<file path="src/rtl/otter_decode_stage_if.sv">
// Fetch/decode/execute handshake bundle for the OTTER decode stage.
// slave is the decode stage's view; master is the surrounding pipeline.
interface otter_decode_stage_if #(
    parameter int PC_W = 32
);
    logic            if_valid;
    logic            if_ready;
    logic [31:0]     if_ir;
    logic [PC_W-1:0] if_pc;
    logic            flush;
    logic            int_req;

    logic            de_valid;
    logic            ex_ready;
    logic [PC_W-1:0] de_pc;
    logic [4:0]      de_rs1;
    logic [4:0]      de_rs2;
    logic [4:0]      de_rd;
    logic            de_regwrite;
    logic            de_memwrite;
    logic            de_memread2;
    logic            de_alu_srca;
    logic [1:0]      de_alu_srcb;
    logic [1:0]      de_rf_wr_sel;
    logic [4:0]      de_alu_fun;
    logic [2:0]      de_pcsource;
    logic [1:0]      de_msize;
    logic            de_msign;
    logic [2:0]      de_br_func3;
    logic            de_is_branch;
    logic            de_int;
    logic            de_illegal;

    modport master (
        output if_valid, if_ir, if_pc, flush, int_req, ex_ready,
        input  if_ready, de_valid, de_pc, de_rs1, de_rs2, de_rd,
               de_regwrite, de_memwrite, de_memread2, de_alu_srca,
               de_alu_srcb, de_rf_wr_sel, de_alu_fun, de_pcsource,
               de_msize, de_msign, de_br_func3, de_is_branch, de_int,
               de_illegal
    );

    modport slave (
        input  if_valid, if_ir, if_pc, flush, int_req, ex_ready,
        output if_ready, de_valid, de_pc, de_rs1, de_rs2, de_rd,
               de_regwrite, de_memwrite, de_memread2, de_alu_srca,
               de_alu_srcb, de_rf_wr_sel, de_alu_fun, de_pcsource,
               de_msize, de_msign, de_br_func3, de_is_branch, de_int,
               de_illegal
    );
endinterface

</file>
<file path="src/rtl/otter_decode_stage.sv">
// OTTER decode stage: decode on accept, 2-entry skid FIFO, load-use bubbles, interrupt tagging.
// Define OTTER_MEXT_EN to decode the RV32M multiply/divide group instead of flagging it illegal.
module otter_decode_stage #(
    parameter int PC_W        = 32,
    parameter int HAZ_BUBBLES = 1
) (
    input  logic                clk,
    input  logic                rst_n,
    otter_decode_stage_if.slave bus
);
    localparam logic [6:0] OPC_LUI    = 7'b0110111;
    localparam logic [6:0] OPC_AUIPC  = 7'b0010111;
    localparam logic [6:0] OPC_JAL    = 7'b1101111;
    localparam logic [6:0] OPC_JALR   = 7'b1100111;
    localparam logic [6:0] OPC_BRANCH = 7'b1100011;
    localparam logic [6:0] OPC_LOAD   = 7'b0000011;
    localparam logic [6:0] OPC_STORE  = 7'b0100011;
    localparam logic [6:0] OPC_IMM    = 7'b0010011;
    localparam logic [6:0] OPC_OP     = 7'b0110011;
    localparam logic [6:0] OPC_SYSTEM = 7'b1110011;

    typedef enum logic [1:0] {EMPTY, ONE, TWO} state_t;

    typedef struct packed {
        logic [PC_W-1:0] pc;
        logic [4:0]      rs1;
        logic [4:0]      rs2;
        logic [4:0]      rd;
        logic            regwrite;
        logic            memwrite;
        logic            memread2;
        logic            alu_srca;
        logic [1:0]      alu_srcb;
        logic [1:0]      rf_wr_sel;
        logic [4:0]      alu_fun;
        logic [2:0]      pcsource;
        logic [1:0]      msize;
        logic            msign;
        logic [2:0]      br_func3;
        logic            is_branch;
        logic            irq;
        logic            illegal;
        logic            use_rs1;
        logic            use_rs2;
    } entry_t;

    state_t     state;
    entry_t     slot0;
    entry_t     slot1;
    entry_t     dec;
    logic       int_pend;
    logic       ld_valid;
    logic [4:0] ld_rd;
    logic [1:0] bub_cnt;
    logic       legal;
    logic       accept;
    logic       issue;
    logic       hazard_hit;
    logic       bubble;
    logic [6:0] opc;
    logic [2:0] f3;
    logic [6:0] f7;

    assign opc = bus.if_ir[6:0];
    assign f3  = bus.if_ir[14:12];
    assign f7  = bus.if_ir[31:25];

    // Instructions are decoded once on entry; the FIFO holds decoded control words.
    always_comb begin
        dec           = '0;
        legal         = 1'b1;
        dec.pc        = bus.if_pc;
        dec.rs1       = bus.if_ir[19:15];
        dec.rs2       = bus.if_ir[24:20];
        dec.rd        = bus.if_ir[11:7];
        dec.irq       = int_pend | bus.int_req;
        dec.rf_wr_sel = 2'd3;
        dec.use_rs1   = 1'b1;
        dec.use_rs2   = 1'b1;
        case (opc)
            OPC_LUI: begin
                dec.alu_fun  = 5'b01001;
                dec.alu_srca = 1'b1;
                dec.use_rs1  = 1'b0;
                dec.use_rs2  = 1'b0;
            end
            OPC_AUIPC: begin
                dec.alu_srca = 1'b1;
                dec.alu_srcb = 2'd3;
                dec.use_rs1  = 1'b0;
                dec.use_rs2  = 1'b0;
            end
            OPC_JAL: begin
                dec.alu_srcb  = 2'd1;
                dec.rf_wr_sel = 2'd0;
                dec.pcsource  = 3'd3;
                dec.use_rs1   = 1'b0;
                dec.use_rs2   = 1'b0;
            end
            OPC_JALR: begin
                dec.rf_wr_sel = 2'd0;
                dec.pcsource  = 3'd1;
                dec.use_rs2   = 1'b0;
            end
            OPC_BRANCH: begin
                dec.pcsource  = 3'd2;
                dec.is_branch = 1'b1;
                dec.br_func3  = f3;
            end
            OPC_LOAD: begin
                dec.alu_srcb  = 2'd1;
                dec.rf_wr_sel = 2'd2;
                dec.memread2  = 1'b1;
                dec.msize     = f3[1:0];
                dec.msign     = ~f3[2];
                dec.use_rs2   = 1'b0;
            end
            OPC_STORE: begin
                dec.alu_srcb = 2'd2;
                dec.memwrite = 1'b1;
                dec.msize    = f3[1:0];
                dec.msign    = ~f3[2];
            end
            OPC_IMM: begin
                dec.alu_srcb = 2'd1;
                dec.alu_fun  = (f3 == 3'b101) ? {1'b0, f7[5], f3} : {2'b00, f3};
                dec.use_rs2  = 1'b0;
            end
            OPC_OP: begin
                if (f7 == 7'b0000001) begin
`ifdef OTTER_MEXT_EN
                    dec.alu_fun = {2'b10, f3};
`else
                    legal = 1'b0;
`endif
                end else begin
                    dec.alu_fun = {1'b0, f7[5], f3};
                end
            end
            OPC_SYSTEM: begin
                dec.alu_fun   = 5'b01001;
                dec.rf_wr_sel = 2'd1;
                if (f3 == 3'b000) dec.pcsource = 3'd5;
            end
            default: legal = 1'b0;
        endcase
        dec.illegal  = ~legal;
        dec.regwrite = legal && (opc != OPC_BRANCH) && (opc != OPC_STORE) && (dec.rd != 5'd0);
        if (dec.irq) dec.pcsource = 3'd4;
    end

    // A recorded load is compared once against the next head; a hit starts the bubble run.
    assign hazard_hit = ld_valid && (state != EMPTY) && (bub_cnt == 2'd0) &&
                        ((slot0.use_rs1 && (slot0.rs1 == ld_rd)) ||
                         (slot0.use_rs2 && (slot0.rs2 == ld_rd)));
    assign bubble       = (bub_cnt != 2'd0) || hazard_hit;
    assign bus.de_valid = (state != EMPTY) && !bubble;
    assign bus.if_ready = (state != TWO);
    assign accept       = bus.if_valid && bus.if_ready && !bus.flush;
    assign issue        = bus.de_valid && bus.ex_ready;

    always_ff @(posedge clk or negedge rst_n) begin
        if (!rst_n) begin
            state    <= EMPTY;
            slot0    <= '0;
            slot1    <= '0;
            int_pend <= 1'b0;
            ld_valid <= 1'b0;
            ld_rd    <= 5'd0;
            bub_cnt  <= 2'd0;
        end else begin
            if (accept)           int_pend <= 1'b0;
            else if (bus.int_req) int_pend <= 1'b1;

            if (bus.flush) begin
                state    <= EMPTY;
                bub_cnt  <= 2'd0;
                ld_valid <= 1'b0;
            end else begin
                if (bub_cnt != 2'd0) bub_cnt <= bub_cnt - 2'd1;
                else if (hazard_hit) bub_cnt <= 2'(HAZ_BUBBLES - 1);

                if (issue) begin
                    ld_valid <= slot0.memread2 && (slot0.rd != 5'd0);
                    ld_rd    <= slot0.rd;
                end else if (ld_valid && (state != EMPTY) && (bub_cnt == 2'd0)) begin
                    ld_valid <= 1'b0;
                end

                case (state)
                    EMPTY: if (accept) begin
                        slot0 <= dec;
                        state <= ONE;
                    end
                    ONE: begin
                        if (accept && issue) begin
                            slot0 <= dec;
                        end else if (accept) begin
                            slot1 <= dec;
                            state <= TWO;
                        end else if (issue) begin
                            state <= EMPTY;
                        end
                    end
                    TWO: if (issue) begin
                        slot0 <= slot1;
                        state <= ONE;
                    end
                    default: state <= EMPTY;
                endcase
            end
        end
    end

    assign bus.de_pc        = slot0.pc;
    assign bus.de_rs1       = slot0.rs1;
    assign bus.de_rs2       = slot0.rs2;
    assign bus.de_rd        = slot0.rd;
    assign bus.de_regwrite  = slot0.regwrite;
    assign bus.de_memwrite  = slot0.memwrite;
    assign bus.de_memread2  = slot0.memread2;
    assign bus.de_alu_srca  = slot0.alu_srca;
    assign bus.de_alu_srcb  = slot0.alu_srcb;
    assign bus.de_rf_wr_sel = slot0.rf_wr_sel;
    assign bus.de_alu_fun   = slot0.alu_fun;
    assign bus.de_pcsource  = slot0.pcsource;
    assign bus.de_msize     = slot0.msize;
    assign bus.de_msign     = slot0.msign;
    assign bus.de_br_func3  = slot0.br_func3;
    assign bus.de_is_branch = slot0.is_branch;
    assign bus.de_int       = slot0.irq;
    assign bus.de_illegal   = slot0.illegal;
endmodule

</file>
<file path="src/flat_wrapper.sv">
// flat-port wrapper written by rule: the top's interface ports become plain ports
module otter_decode_stage_flat 
#(
    parameter int PC_W        = 32,
    parameter int HAZ_BUBBLES = 1
)
  (clk, rst_n, bus_if_valid, bus_if_ir, bus_if_pc, bus_flush, bus_int_req, bus_ex_ready, bus_if_ready, bus_de_valid, bus_de_pc, bus_de_rs1, bus_de_rs2, bus_de_rd, bus_de_regwrite, bus_de_memwrite, bus_de_memread2, bus_de_alu_srca, bus_de_alu_srcb, bus_de_rf_wr_sel, bus_de_alu_fun, bus_de_pcsource, bus_de_msize, bus_de_msign, bus_de_br_func3, bus_de_is_branch, bus_de_int, bus_de_illegal);
  otter_decode_stage_if #(.PC_W(PC_W)) bus_i ();
  input  logic clk;
  input  logic rst_n;
  input wire logic [$bits(bus_i.if_valid)-1:0] bus_if_valid;
  input wire logic [$bits(bus_i.if_ir)-1:0] bus_if_ir;
  input wire logic [$bits(bus_i.if_pc)-1:0] bus_if_pc;
  input wire logic [$bits(bus_i.flush)-1:0] bus_flush;
  input wire logic [$bits(bus_i.int_req)-1:0] bus_int_req;
  input wire logic [$bits(bus_i.ex_ready)-1:0] bus_ex_ready;
  output wire logic [$bits(bus_i.if_ready)-1:0] bus_if_ready;
  output wire logic [$bits(bus_i.de_valid)-1:0] bus_de_valid;
  output wire logic [$bits(bus_i.de_pc)-1:0] bus_de_pc;
  output wire logic [$bits(bus_i.de_rs1)-1:0] bus_de_rs1;
  output wire logic [$bits(bus_i.de_rs2)-1:0] bus_de_rs2;
  output wire logic [$bits(bus_i.de_rd)-1:0] bus_de_rd;
  output wire logic [$bits(bus_i.de_regwrite)-1:0] bus_de_regwrite;
  output wire logic [$bits(bus_i.de_memwrite)-1:0] bus_de_memwrite;
  output wire logic [$bits(bus_i.de_memread2)-1:0] bus_de_memread2;
  output wire logic [$bits(bus_i.de_alu_srca)-1:0] bus_de_alu_srca;
  output wire logic [$bits(bus_i.de_alu_srcb)-1:0] bus_de_alu_srcb;
  output wire logic [$bits(bus_i.de_rf_wr_sel)-1:0] bus_de_rf_wr_sel;
  output wire logic [$bits(bus_i.de_alu_fun)-1:0] bus_de_alu_fun;
  output wire logic [$bits(bus_i.de_pcsource)-1:0] bus_de_pcsource;
  output wire logic [$bits(bus_i.de_msize)-1:0] bus_de_msize;
  output wire logic [$bits(bus_i.de_msign)-1:0] bus_de_msign;
  output wire logic [$bits(bus_i.de_br_func3)-1:0] bus_de_br_func3;
  output wire logic [$bits(bus_i.de_is_branch)-1:0] bus_de_is_branch;
  output wire logic [$bits(bus_i.de_int)-1:0] bus_de_int;
  output wire logic [$bits(bus_i.de_illegal)-1:0] bus_de_illegal;
  assign bus_i.if_valid = bus_if_valid;
  assign bus_i.if_ir = bus_if_ir;
  assign bus_i.if_pc = bus_if_pc;
  assign bus_i.flush = bus_flush;
  assign bus_i.int_req = bus_int_req;
  assign bus_i.ex_ready = bus_ex_ready;
  assign bus_if_ready = bus_i.if_ready;
  assign bus_de_valid = bus_i.de_valid;
  assign bus_de_pc = bus_i.de_pc;
  assign bus_de_rs1 = bus_i.de_rs1;
  assign bus_de_rs2 = bus_i.de_rs2;
  assign bus_de_rd = bus_i.de_rd;
  assign bus_de_regwrite = bus_i.de_regwrite;
  assign bus_de_memwrite = bus_i.de_memwrite;
  assign bus_de_memread2 = bus_i.de_memread2;
  assign bus_de_alu_srca = bus_i.de_alu_srca;
  assign bus_de_alu_srcb = bus_i.de_alu_srcb;
  assign bus_de_rf_wr_sel = bus_i.de_rf_wr_sel;
  assign bus_de_alu_fun = bus_i.de_alu_fun;
  assign bus_de_pcsource = bus_i.de_pcsource;
  assign bus_de_msize = bus_i.de_msize;
  assign bus_de_msign = bus_i.de_msign;
  assign bus_de_br_func3 = bus_i.de_br_func3;
  assign bus_de_is_branch = bus_i.de_is_branch;
  assign bus_de_int = bus_i.de_int;
  assign bus_de_illegal = bus_i.de_illegal;
  otter_decode_stage #(.PC_W(PC_W), .HAZ_BUBBLES(HAZ_BUBBLES)) u_core (.clk(clk), .rst_n(rst_n), .bus(bus_i));
endmodule
</file>
<file path="config.mk">
export PLATFORM = sky130hd
export DESIGN_NAME = otter_decode_stage_flat
export DESIGN_NICKNAME = d
export VERILOG_FILES = /design/src/rtl/otter_decode_stage_if.sv /design/src/rtl/otter_decode_stage.sv /design/src/flat_wrapper.sv
export SDC_FILE = /design/constraint.sdc
export NUM_CORES = 1
export LEC_CHECK = 0
export BUFFER_PORTS_ARGS = -buffer_cell sky130_fd_sc_hd__buf_2
export CELL_PAD_IN_SITES_DETAIL_PLACEMENT = 0
export CELL_PAD_IN_SITES_GLOBAL_PLACEMENT = 1
export CORE_MARGIN = 2
export CORE_UTILIZATION = 44
export CTS_CLUSTER_SIZE = 10
export DETAILED_ROUTE_END_ITERATION = 8
export PLACE_DENSITY_LB_ADDON = 0.1
export SLEW_MARGIN = 20
export SYNTH_ARGS = -nofsm -noshare
export SYNTH_HDL_FRONTEND = slang
export SYNTH_SLANG_ARGS = --single-unit
</file>
<file path="constraint.sdc">
create_clock -name clk -period 2.1 [get_ports clk]
set_input_delay 0.105 -clock clk [delete_from_list [all_inputs] [get_ports clk]]
set_output_delay 0.105 -clock clk [all_outputs]
set_load 0.005 [all_outputs]
</file>
* After elaboration in Yosys (flattened, before gate mapping)
Index checks and enable logic that the tools add are counted.
** Word-level totals
- Register bits after elaboration :: 159
- Bits of input ports :: 70
- Logic and storage cells :: 154
** Cells by class
- $add $sub $neg :: 1
- Equal/unequal tests :: 26
- Muxes and demuxes :: 36
- Bitwise operators :: 5
- Reduce and logical (&&, ||, !) cells :: 41
** Operators by type and width (count)
- $mux 74 :: 3
- $pmux 74 s3 :: 1
- $eq 7x7->1 const B :: 4
- $eq 7x6->1 const B :: 3
- $mux 2 :: 9
- $pmux 2 s3 :: 3
- $pmux 5 s3 :: 1
- $eq 7x5->1 const B :: 2
- $logic_and 1x1->1 :: 14
- $mux 4 :: 3
- $pmux 3 s4 :: 1
- $mux 1 :: 11
- $eq 5x5->1 :: 2
- $reduce_bool 5->1 :: 2
- $mux 3 :: 3
- $reduce_bool 3->1 :: 3
- $reduce_or 9->1 :: 1
- $reduce_and 4->1 :: 2
- $reduce_or 2->1 :: 4
- $eq 7x1->1 const B :: 1
- $eq 7x2->1 const B :: 1
- $ne 7x6->1 const B :: 1
- $ne 7x7->1 const B :: 1
- $ne 2x1->1 const B :: 3
- other kinds (20) :: 30

* Longest topological paths before layout
- Depth in word-level cells :: 13
- Mapped depth :: 7

* Least setup slack after synthesis
OpenSTA, ideal clock, no wires.
- Path kind :: register to register
- Start :: register u_core.state[0]
- End :: register u_core.slot0 (netlist bit u_core.bus.de_br_func3[1])
- Library setup time :: 125 ps
- Data arrival time :: 1701 ps
- Data required time :: 1975 ps
- Setup slack :: 274 ps
- Stages on the path, launching flop included :: 8
- Buffers on the path :: 1
- Period minus slack after synthesis :: 1826 ps
- Cell sequence :: dfrtp_1 > nor2b_1 > inv_1 > a21oi_1 > nand2_1 > o21ai_4 > buf_6 > mux2_2
** Between the ends
- Cells in the longest elaborated chain, start to end :: 11
- Elaborated cells on any way between the ends :: 21
- Classes of those cells :: eq/ne: 6; mux: 1; reduce/logical: 14
** RTL lines
- from (decl) :: line otter_decode_stage.sv:47 : state_t state;
- from (signal assigned) :: line otter_decode_stage.sv:164 : state <= EMPTY;
- from (signal assigned) :: line otter_decode_stage.sv:176 : state <= EMPTY;
- from (signal assigned) :: line otter_decode_stage.sv:193 : state <= ONE;
- $reduce_bool 2->1 :: line otter_decode_stage.sv:153, otter_decode_stage.sv:157
- $logic_and 1x1->1 (3 in series) :: line otter_decode_stage.sv:153 : assign hazard_hit = ld_valid && (state != EMPTY) && (bub_cnt == 2'd0) &&
- $logic_or 1x1->1 :: line otter_decode_stage.sv:156 : assign bubble = (bub_cnt != 2'd0) || hazard_hit;
- $logic_not 1->1 :: line otter_decode_stage.sv:157 : assign bus.de_valid = (state != EMPTY) && !bubble;
- $logic_and 1x1->1 :: line otter_decode_stage.sv:157
- $logic_and 1x1->1 :: line otter_decode_stage.sv:160 : assign issue = bus.de_valid && bus.ex_ready;
- $logic_and 1x1->1 :: line otter_decode_stage.sv:196 : if (accept && issue) begin
- $ne 2x1->1 (no line)
- $reduce_and 5->1 (no line)
- to (signal assigned) :: line otter_decode_stage.sv:206 : slot0 <= slot1;
- to (decl) :: line otter_decode_stage.sv:48 : entry_t slot0;
Several ways; a longest one is shown, not always the timed one.
A chain may end at the register's enable or synchronous reset.

* Final worst setup path
- Start :: register u_core.state[0]
- End :: register u_core.slot0 (netlist bit u_core.bus.de_pcsource[1])
Same word-level chain as after synthesis.

==> key figures <==
Logic synthesis
  • Post-synth net total: 777
  • Post-synthesis async set-or-reset flop share: 1.00
  • Syn Area/Cell: ~11 sq um
  • Cell accounting for the most synthesized area: dfrtp_1
  • Post-synth EDFFs: 0
  • Cell area after synthesis: 7930 sq um
  • Yosys cell types: 52
  • Synth Flop Type: dfrtp_1
  • Sequential share of the synthesized area: 0.495
  • Share of the synthesized area in the top cell type: 0.495
  • Top area cells in the synthesized netlist: dfrtp_1 50%, mux2_2 21%, nand2_1 7.9%
  • Synth Warn #: 0
  • Syn Inst Count: roughly 710
  • Number of synthesized register bits: 157

Timing
  • Setup Viol. Count Final: 0
  • FMAX: 508 MHz
  • Tightest Pin Transition: 0.582 ns
  • Setup Skew: approximately 0.0091 ns
  • Slew HR: 0.609
  • Count of pins over their slew limit: 0
  • Total negative slack: 0 ns
  • Fin crit share: 0.937
  • RSZ-0062 raised after global routing: false
  • Hold Fails Final Rpt: 0
  • Final min period: 1.97 ns

Critical path
  • Crit path arrival time: 2.28 ns
  • Max incr delay on CP: 0.46 ns
  • CP Class: flop to flop
  • Cells on worst reg2reg path: 6
  • Startpoint Class: flop
  • CP Data Required Time: 2.41 ns
  • Cell Chain, Critical Path: nor2_1 > nor4b_4 > nand2_1 > o21ai_4 > buf_12 > mux2_2
  • Cell family with the largest share of critical-path delay: simple AND/OR/NAND/NOR gates
  • Worst setup EP type: flop
  • CP Max Fanout: 45
  • Critical Path Stages: 6
  • Buffers & Inverters on Critical Path: 1
  • Max stage delay cell, worst path: dfrtp_1

Floorplanning
  • # IOs: 144
  • Initial core utilization: 0.445
  • Die Wd: 138 um
  • Core area: 17800 sq um
  • FP Rows: slightly below 50
  • Die H: 138 um
  • Die Area: approximately 19000 sq um

Drt
  • DRC errors left: 0
  • Via count: 5423
  • Iteration-0 DRC Markers: 242
  • ANT nets after route: 0
  • Avg Vias per Cell: approximately 5.0
  • Pre-antenna DRT Iters: 4
  • Drt wl/cell: about 16 um
  • WL final: 17.1 mm

Pwr
  • Total chip power: 9900 uW
  • Peak supply drop: 599 uV
  • Power Dens Cells: about 1000 nW/um^2
  • LEAKAGE: 0.00456 uW

Clock network
  • Clock Pin Slew Worst Setup and Hold Paths: around 0.060 ns
  • Root buffer cell: clkbuf_16
  • Clock buffer depth: 2
  • CTS tree: done
  • Cts repair resizes: 0
  • # H-tree levels: 4
  • Worst skew pair latency: 0.42 ns
  • Clock sink total: about 160
  • Num CTS Buffers: 17

Run
  • Max-cap violations: 0

Layout
  • Nets: a little over 900
  • Syn-to-layout area delta: 20.4%
  • N_diodes: 0
  • Share of cells above drive strength 1: 0.417

Global routing
  • Largest net degree at the start of global routing: 67
  • Initial antenna violation count: 0
  • Grt total ovfl: 0
  • Global-route wire length before repair: between 20 and 30 mm
  • Vias in the first global route: around 5700
  • GR Util All Layers: 0.187

Status
  • Outcome: completed

Hold path
  • Worst hold path depth: 3
  • Hold Crit Class: primary input to flop

Placement
  • Port buffer count: 142
  • Post-DP HPWL: ~12 mm
  • Final GP Congestion: just over 0.8
-- layout make-up --
cell class,count,area [sq um]
repair buffers,215,1460
clock buffers,25,515
multi-input cells,442,3250
well taps,229,287
inverters,9,33.8
clock inverters,5,80.1
flip-flops and latches,157,3930
fillers,1601,8290
-- cells in the final DEF, fill, tap and decap left out, types with 4 or more instances in the layout --
master,Yosys,layout
o21ai_0,7,7
nand2b_1,4,4
xnor2_1,10,10
nor3_1,5,5
buf_4,65,16
clkbuf_8,0,6
dfrtp_1,157,157
inv_1,9,8
mux2_2,145,145
buf_2,3,141
nand2_1,168,168
dlygate4sd3_1,0,52
a21oi_1,5,5
nor2_1,19,19
mux2i_1,5,5
mux2_4,6,6
mux2_1,6,6
clkbuf_16,0,17
o31ai_1,9,9
buf_12,0,5
-- per-layer routing --
layer | GRT usage | up-vias | wire length [um]
met5 | 0 | - | 0
met4 | 0.0677 | 0 | 312
met3 | 0.0499 | 25 | 849
met2 | 0.304 | 124 | 8150
met1 | 0.242 | 2682 | 7830
li1 | - | 2592 | -
-- path summary, 6_finish.rpt --
path | start | end | slack, ns
worst max-delay path | u_core.state[0]$_DFFE_PN0P_ | u_core.bus.de_pcsource[1]$_DFFE_PN0P_ | 0.13
worst min-delay path | bus_if_ir[14] | u_core.slot1[7]$_DFFE_PN0P_ | 0.04
worst max register to register | u_core.state[0]$_DFFE_PN0P_ | u_core.bus.de_pcsource[1]$_DFFE_PN0P_ | 0.13
worst min register to register | u_core.bus.de_alu_srcb[1]$_DFFE_PN0P_ | u_core.bus.de_alu_srcb[1]$_DFFE_PN0P_ | 0.49
max in group asynchronous | rst_n | u_core.slot1[61]$_DFFE_PN0P_ | 1.30
min in group asynchronous | rst_n | u_core.bus.de_pc[26]$_DFFE_PN0P_ | 0.14
-- cells in the mapped netlist, types with 2 or more instances --
master      n
buf_2       3
nand2_1   168
mux2i_1     5
nor3b_1     2
nor4_1      3
nor2_1     19
o21ai_0     7
inv_1       9
mux2_2    145
a22oi_1     2
nand4_1     3
or4_1       2
a21oi_1     5
or2_2       3
a31oi_1     2
nand3_1     3
nand2b_1    4
nor4_2      2
nor2b_1     4
and2_1      3
clkbuf_1   12
or3_1       2
buf_4      65
mux2_4      6
mux2_1      6
xnor2_1    10
dfrtp_1   157
o31ai_1     9
buf_1       4
buf_6      15
o22ai_1     2
nor3_1      5
-- per-stage QoR --
step	instance area, sq um	cells	util	hold slack [ns]	worst slack (ns)
after floorplan	7930	707	-	-0.191	0.274
after global placement	8430	1000	0.473	0.0311	0.176
after CTS	9550	1082	0.535	0.0216	0.112
after global routing	9550	1082	0.535	0.0543	0.0103
final	9550	1082	0.535	0.0394	0.133
after detailed placement	8430	1000	0.473	0.0325	0.128
-- state kept, by name, summed over array words and instances, names as in the netlist, 2 cells and up --
register	cells
u_core.bus.de_alu_fun	4
u_core.ld_rd	5
u_core.state	2
u_core.bus.de_rs2	5
u_core.slot1	73
u_core.bus.de_rs1	5
u_core.bus.de_pcsource	3
u_core.bus.de_alu_srcb	2
u_core.bub_cnt	2
u_core.bus.de_pc	32
u_core.bus.de_rd	5
u_core.slot0	2
u_core.bus.de_br_func3	3
u_core.bus.de_msize	2
u_core.bus.de_rf_wr_sel	2
-- cell families (layout without fill, tap and decap cells) --
family,count (synthesis),count (layout),share of synthesized area
mux,162,162,0.232
compound gates,36,36,0.0330
other cells,1,1,0.000473
simple gates,233,233,0.132
xor+xnor,10,10,0.0110
buf+inv,108,254,0.0965
flops,157,157,0.495
-- repair_timing --
action	4_1_cts	5_1_grt
hold buffers	52	0
setup endpoints to repair	0	0
buffers inserted	0	0
hold endpoints to repair	144	0
-- power breakdown --
part,switching [uW],internal (uW),total (uW)
registers,571,3960,4530
logic,884,1360,2240
clock network,1200,1930,3120
-- tightest hold or removal path, stage by stage --
cell     delay [ns]
buf_2          0.14
nand2_1        0.10
mux2i_1        0.07
No activity file was read; power rests on OpenSTA's default activity.
